**config.mk**
```make
export PLATFORM = sky130hd
export DESIGN_NAME = mc_path_controller
export DESIGN_NICKNAME = d
export VERILOG_FILES = /design/src/rtl/mc_path_controller.sv
export SDC_FILE = /design/constraint.sdc
export NUM_CORES = 1
export LEC_CHECK = 0
export CELL_PAD_IN_SITES_DETAIL_PLACEMENT = 1
export CELL_PAD_IN_SITES_GLOBAL_PLACEMENT = 1
export CORE_ASPECT_RATIO = 1.25
export CORE_MARGIN = 1
export CORE_UTILIZATION = 35
export DETAILED_ROUTE_END_ITERATION = 8
export PLACE_DENSITY = 0.79
export RECOVER_POWER = 50
export SLEW_MARGIN = 25
export SYNTH_ARGS = -nofsm -noshare
export SYNTH_HDL_FRONTEND = slang
export SYNTH_SLANG_ARGS = --single-unit
```
**constraint.sdc**
```tcl
create_clock -name clk -period 4.55 [get_ports clk]
set_clock_uncertainty 0.05 [all_clocks]
set_input_delay 0.6825 -clock clk [delete_from_list [all_inputs] [get_ports clk]]
set_output_delay 0.6825 -clock clk [all_outputs]
set_load 0.01 [all_outputs]
```
**src/rtl/mc_path_controller.sv**
```systemverilog
// Run sequencer for the Monte Carlo pricing datapath.
// Latches config, fills the PV pipeline, then sums 2^n present values.
module mc_path_controller #(
    parameter int PV_LAT = 3,
    parameter int ACC_W  = 32
) (
    input  logic             clk,
    input  logic             reset,
    input  logic             start,
    input  logic             abort,
    input  logic [4:0]       n_log2,
    input  logic [15:0]      ker_t,
    input  logic [15:0]      se05sigma_t,
    input  logic [15:0]      sigma_sqrt_t,
    input  logic [15:0]      rand_compare,
    input  logic [15:0]      pv_val,
    output logic [15:0]      cfg_ker_t,
    output logic [15:0]      cfg_se05sigma_t,
    output logic [15:0]      cfg_sigma_sqrt_t,
    output logic [15:0]      cfg_rand_compare,
    output logic             gen_en,
    output logic             busy,
    output logic             done,
    output logic [ACC_W-1:0] sum,
    output logic [15:0]      mean
);

    typedef enum logic [2:0] {
        S_IDLE,
        S_LOAD,
        S_FILL,
        S_ACCUM,
        S_DONE
    } state_t;

    localparam logic [16:0] FILL_LAST = 17'(PV_LAT - 1);

    state_t           state;
    logic [4:0]       n_eff;
    logic [16:0]      cnt;
    logic [ACC_W-1:0] acc;
    logic [ACC_W-1:0] acc_next;
    logic [16:0]      accum_last;
    logic [4:0]       n_clamp;

    assign acc_next   = acc + ACC_W'(pv_val);
    assign accum_last = (17'd1 << n_eff) - 17'd1;
    assign n_clamp    = (n_log2 > 5'd16) ? 5'd16 : n_log2;

    always_ff @(posedge clk) begin
        if (reset) begin
            state            <= S_IDLE;
            n_eff            <= '0;
            cnt              <= '0;
            acc              <= '0;
            sum              <= '0;
            mean             <= '0;
            gen_en           <= 1'b0;
            busy             <= 1'b0;
            done             <= 1'b0;
            cfg_ker_t        <= '0;
            cfg_se05sigma_t  <= '0;
            cfg_sigma_sqrt_t <= '0;
            cfg_rand_compare <= '0;
        end else begin
            done <= 1'b0;
            unique case (state)
                S_IDLE: begin
                    if (start && !abort) begin
                        state            <= S_LOAD;
                        cfg_ker_t        <= ker_t;
                        cfg_se05sigma_t  <= se05sigma_t;
                        cfg_sigma_sqrt_t <= sigma_sqrt_t;
                        cfg_rand_compare <= rand_compare;
                        n_eff            <= n_clamp;
                        acc              <= '0;
                        cnt              <= '0;
                        gen_en           <= 1'b1;
                        busy             <= 1'b1;
                    end
                end
                S_LOAD: begin
                    if (abort) begin
                        state  <= S_IDLE;
                        gen_en <= 1'b0;
                        busy   <= 1'b0;
                    end else begin
                        state <= S_FILL;
                        acc   <= '0;
                        cnt   <= '0;
                    end
                end
                S_FILL: begin
                    if (abort) begin
                        state  <= S_IDLE;
                        gen_en <= 1'b0;
                        busy   <= 1'b0;
                        cnt    <= '0;
                    end else if (cnt == FILL_LAST) begin
                        state <= S_ACCUM;
                        cnt   <= '0;
                    end else begin
                        cnt <= cnt + 17'd1;
                    end
                end
                S_ACCUM: begin
                    if (abort) begin
                        state  <= S_IDLE;
                        gen_en <= 1'b0;
                        busy   <= 1'b0;
                        cnt    <= '0;
                    end else begin
                        acc <= acc_next;
                        if (cnt == accum_last) begin
                            // Results capture the final sample too.
                            state  <= S_DONE;
                            sum    <= acc_next;
                            mean   <= 16'(acc_next >> n_eff);
                            done   <= 1'b1;
                            gen_en <= 1'b0;
                            cnt    <= '0;
                        end else begin
                            cnt <= cnt + 17'd1;
                        end
                    end
                end
                S_DONE: begin
                    state <= S_IDLE;
                    busy  <= 1'b0;
                end
                default: begin
                    state  <= S_IDLE;
                    gen_en <= 1'b0;
                    busy   <= 1'b0;
                end
            endcase
        end
    end

endmodule

```
# After elaboration in Yosys (flattened, before gate mapping)
# Index checks and enable logic that the tools add are counted.
dict set report word_totals {
  reg_bits 172
  input_bits 89
  output_inout_bits 115
  elab_cells 76
}
dict set report classes {
  n_addsub 3
  magnitude_cmp 1
  eq_ne 13
  shifts 2
  mux 26
  bitwise 3
  n_reduce_logical 15
}
# operator n
set ops {}
lappend ops {{$mux W17} 6}
lappend ops {{$mux W32} 3}
lappend ops {{$pmux W32 S3} 1}
lappend ops {{$pmux W17 S4} 1}
lappend ops {{$add A32 B16 Y32} 1}
lappend ops {{$shr A32 B5 Y16} 1}
lappend ops {{$add A17 B1 Y17 const B} 1}
lappend ops {{$eq A17 B17 Y1} 1}
lappend ops {{$eq A17 B2 Y1 const B} 1}
lappend ops {{$shl A1 B5 Y17 const A} 1}
lappend ops {{$sub A17 B1 Y17 const B} 1}
lappend ops {{$mux W3} 5}
lappend ops {{$pmux W3 S4} 1}
lappend ops {{$reduce_and A3 Y1} 3}
lappend ops {{$reduce_and A4 Y1} 2}
lappend ops {{$eq A3 B2 Y1 const B} 2}
lappend ops {{$ne A2 B2 Y1 const B} 3}
lappend ops {{$ne A3 B3 Y1 const B} 2}
lappend ops {{$reduce_or A3 Y1} 2}
lappend ops {{$gt A5 B5 Y1 const B} 1}
lappend ops {{$mux W1} 5}
lappend ops {{$mux W5} 1}
lappend ops {{$ne A2 B1 Y1 const B} 2}
lappend ops {{$pmux W1 S4} 1}
lappend ops {{12 further kinds} 15}

# Longest topological paths before layout
dict set report logic_depth {
  depth_word 6
  ltp_mapped 20
  mapped_depth_nobuf 13
}

# Worst setup path after synthesis
# Ideal clock, no wire load.
dict set report synth_timing {
  path_type {register to register}
  startpoint {reg n_eff[1]}
  endpoint {reg mean[2]}
  setup_time_ns 0.130
  t_arrival_ns 4.046
  required_ns 4.370
  path_slack_ns 0.324
  path_stages_with_launch 20
  path_buffers 7
  period_less_slack_ns 4.226
  cell_sequence {dfxtp_1 -> buf_2 -> buf_2 -> buf_1 -> clkbuf_1 -> nor2_1 -> clkbuf_1 -> nand2_1 -> ha_1 -> buf_2 -> clkbuf_1 -> o21ai_0 -> o31ai_1 -> a221o_1 -> a22oi_1 -> nand4_1 -> or2_1 -> a221o_1 -> a2111oi_0 -> a21oi_1}
}
dict set report synth_via {
  elab_chain_cells 4
  word_cells_on_any_way 5
  cone_classes {1 x add/sub; 1 x eq/ne; 2 x shift; 1 x reduce/logical}
}
# element line
set synth_lines {}
lappend synth_lines {{start: declaration} 39} ;# logic [4:0] n_eff;
lappend synth_lines {{start signal: assignment} 75} ;# n_eff <= n_clamp;
lappend synth_lines {{$shl A1 B5 Y17} 47} ;# assign accum_last = (17'd1 << n_eff) - 17'd1;
lappend synth_lines {{$sub A17 B1 Y17} 47}
lappend synth_lines {{$eq A17 B17 Y1} 114} ;# if (cnt == accum_last) begin
lappend synth_lines {{$reduce_and A3 Y1 (no line)} -}
lappend synth_lines {{end signal: assignment} 118} ;# mean <= 16'(acc_next >> n_eff);
lappend synth_lines {{end: declaration} 25} ;# output logic [15:0] mean
# Parallel ways exist; a longest one is shown, timed or not.
# A chain may end at the register's enable or synchronous reset.

# Worst setup path after layout
dict set report layout_timing {
  startpoint {in pv_val[0]}
  endpoint {reg mean[0]}
}
dict set report layout_via {
  elab_chain_cells 2
}
# element line
set layout_lines {}
lappend layout_lines {{start: declaration} 16} ;# input logic [15:0] pv_val,
lappend layout_lines {{$add A32 B16 Y32} 46} ;# assign acc_next = acc + ACC_W'(pv_val);
lappend layout_lines {{$shr A32 B5 Y16} 118}
# No other way between the ends.

==> metrics <==
Pre-antenna DRT Iters=5; area fraction of the dominant cell type after synthesis=0.302; Die H=204 um; hpwl dp=40400 um; Clock Path Buffers=2; Max IR drop VDD=219 uV; P_leak=0.00567 uW; vias in the first global route=13927; Fill cells=4012; final hold viol count=0; drt total wl=53500 um; global-route met2 utilization=0.557; die width=163 um; HP Start=sum[3]; Clk network pwr share=0.418; Crit path buffers/inverters=3; I/O pin count=204; worst hold margin=0.403 ns; P_sw=1260 uW; Via density=6.16; Post-synth EDFFs=0; Initial Util=0.357; die area=33300 um2; Post-synth top cells=nand2_1, a21oi_1, dfxtp_1, nor2_1, clkbuf_1; sw frac=0.327; crit path max fanout=6; P&R area growth vs syn=30.8%; Reg clk slew, reported paths=0.08 ns; relative slew slack=0.0388; fraction of registers with async set or reset after synthesis=0; GR Layer Usage met1=0.367; max cap viols=0; Rows=73; DR WL/cell=24.3 um; Synth Register Bits=172; status=completed; pre-CTS setup slack=0.0483 ns; GR Util met3=0.0603; core footprint=32000 um2; nets=1882; setup TNS=0 ns; most common flop cell mapped by yosys=dfxtp_1; Cell Area, Synth=11400 um2; crit path launch type=input port; Inserted Clock Buffers=17; Comb power frac=0.174; Worst Max-Slew Pin Slew=1.44 ns; Final WS setup=0.317 ns; Worst path slowest cell=dlygate4sd3_1; share of layout cells above drive strength 1=0.101; largest net degree at the start of global routing=126; post-synth top area cell=dfxtp_1; largest stage delay on the critical path=0.53 ns; final-report setup violation count=0; kind of critical path=in2reg; most area-consuming cells after synthesis=dfxtp_1, nand2_1, a21oi_1, nor2_1, o21ai_0; DRT iter0 DRCs=1004; syn_area_per_cell=7.27 um2; critical path required time=4.86 ns; Reg power frac=0.408; Yosys Warn Count=0; RSZ-0062 raised after global routing=no; CTS tree=built; number of library cell types mapped by synthesis=95; count leader, synth=nand2_1; first-pass GRT wire length=82100 um; GRT Util Overall=0.324; grt ovf=0; Root Driver=clkbuf_16; number of antenna violations at the first check in global routing=3; H-Tree Depth=4; crit path launch=pv_val[0]; CP top delay family=compound AO/OA/AOI/OAI gates; min-delay worst type=reg2reg; Via Count=13556; Post-Syn Instances=1568; post-route ant nets=0; placer congestion estimate=1.06; Critical Path Sink Type=register; worst reg2reg startpoint=n_eff[3]; clk_lat worst skew=0.47 ns; IO buf count=203; internal power=2580 uW; clk sinks=172; GR peak layer=met2; Max Fclk=0.236 GHz; Power Density=257 nW/um2; hold buffer count at CTS=0; critical-path cell list=dlygate4sd3_1, ha_1, inv_1, fa_1, nand2b_1, a21oi_1, o21ai_1, a211oi_1, buf_4, xor2_1, o221ai_1, or3_1, o2111a_1, a31oi_1; Tmin final=4.23 ns; Slew Limit Fails=0; register area share after synthesis=0.302; final period utilization=0.930; Arrival @ worst endpoint=4.54 ns; post-synthesis net count=1677; DRC violations left=0
==> metal layers <==
| layer | share of wire | vias up | routed length (um) |
|---|---|---|---|
| met5 | 0 | - | 0 |
| met4 | 0.059 | 0 | 3180 |
| met3 | 0.060 | 175 | 3200 |
| met2 | 0.50 | 529 | 26600 |
| met1 | 0.38 | 6654 | 20500 |
| li1 | - | 6198 | - |
==> state kept, by name, indices dropped and copies added (netlist names), 3 cells and up <==
register / count
acc: 32
cnt: 17
state: 3
sum: 32
cfg_sigma_sqrt_t: 16
cfg_rand_compare: 16
mean: 16
cfg_se05sigma_t: 16
n_eff: 5
cfg_ker_t: 16
==> logic make-up (layout without fill, tap and decap cells) <==
kind of cell    Yosys count  after routing  share of synthesized area
mux                      12             12                     0.0184
fa+ha+maj                20             20                     0.0226
buf+inv                 148            366                     0.0519
compound gates          512            512                      0.299
other cells               0              3                          0
xor+xnor                 28             28                     0.0251
flops                   172            172                      0.302
simple gates            676            676                      0.281
==> power by group through the flow <==
stage | clock (uW) | sequential [uW] | combinational (uW)
6_report | 1600 | 1570 | 669
5_1_grt | 1690 | 1570 | 715
4_1_cts | 1630 | 1570 | 675
3_5_place_dp | 0 | 1600 | 670
3_3_place_gp | 0 | 1600 | 658
2_1_floorplan | 0 | 1610 | 348
==> tightest hold or removal path, cell delays in order (launching register included) <==
cell	delay [ns]
dfxtp_1	0.32
nand2_1	0.05
a21oi_1	0.05
==> path summary, 6_finish.rpt <==
check	slack [ns]	endpoint	cells past startpoint
hold reg to reg	0.40	sum[3]	2
hold / removal	0.40	sum[3]	2
setup reg to reg	0.33	mean[2]	14
setup / recovery	0.32	mean[0]	14
==> placed cells by master (no fill, tap or decap), drive strengths merged, types with 17 or more instances in the layout <==
| cell type | Yosys | final |
|---|---|---|
| buf | 37 | 110 |
| and3 | 25 | 25 |
| nor4 | 19 | 19 |
| o21ai | 75 | 75 |
| nand4 | 32 | 32 |
| ha | 19 | 19 |
| nor3 | 42 | 42 |
| a22oi | 26 | 26 |
| dfxtp | 172 | 172 |
| a21oi | 186 | 186 |
| nor2 | 144 | 144 |
| clkbuf | 89 | 17 |
| dlygate4sd3 | 0 | 118 |
| a211oi | 29 | 29 |
| clkdlybuf4s50 | 0 | 84 |
| nand3 | 46 | 46 |
| nand2 | 265 | 265 |
| nor3b | 18 | 18 |
| inv | 21 | 32 |
==> repair_timing <==
item / 4_1_cts / 5_1_grt
resized for setup: 0 / 1
endpoints found under the setup margin: 0 / 1
buffers inserted: 0 / 0
==> metrics by stage <==
stage	cell area [um2]	std cells	power (uW)	util
global route	14900	2201	3970	0.466
detailed placement	14300	2166	2270	0.447
global placement	14300	2166	2260	0.447
finish	14900	2201	3840	0.466
CTS	14900	2198	3880	0.466
floorplan	11400	1568	1960	-
==> cell type report <==
cell class	count	area [um2]	area share
clock buffer	17	425	0.0285
sequential	172	3440	0.231
tap	412	515	0.0346
clock inverter	15	196	0.0132
inverter	22	82.6	0.00554
multi-input combinational	1248	7390	0.495
antenna	3	7.51	0.000503
timing repair buffer	312	2850	0.191
Power figures use the tool's default switching activity.
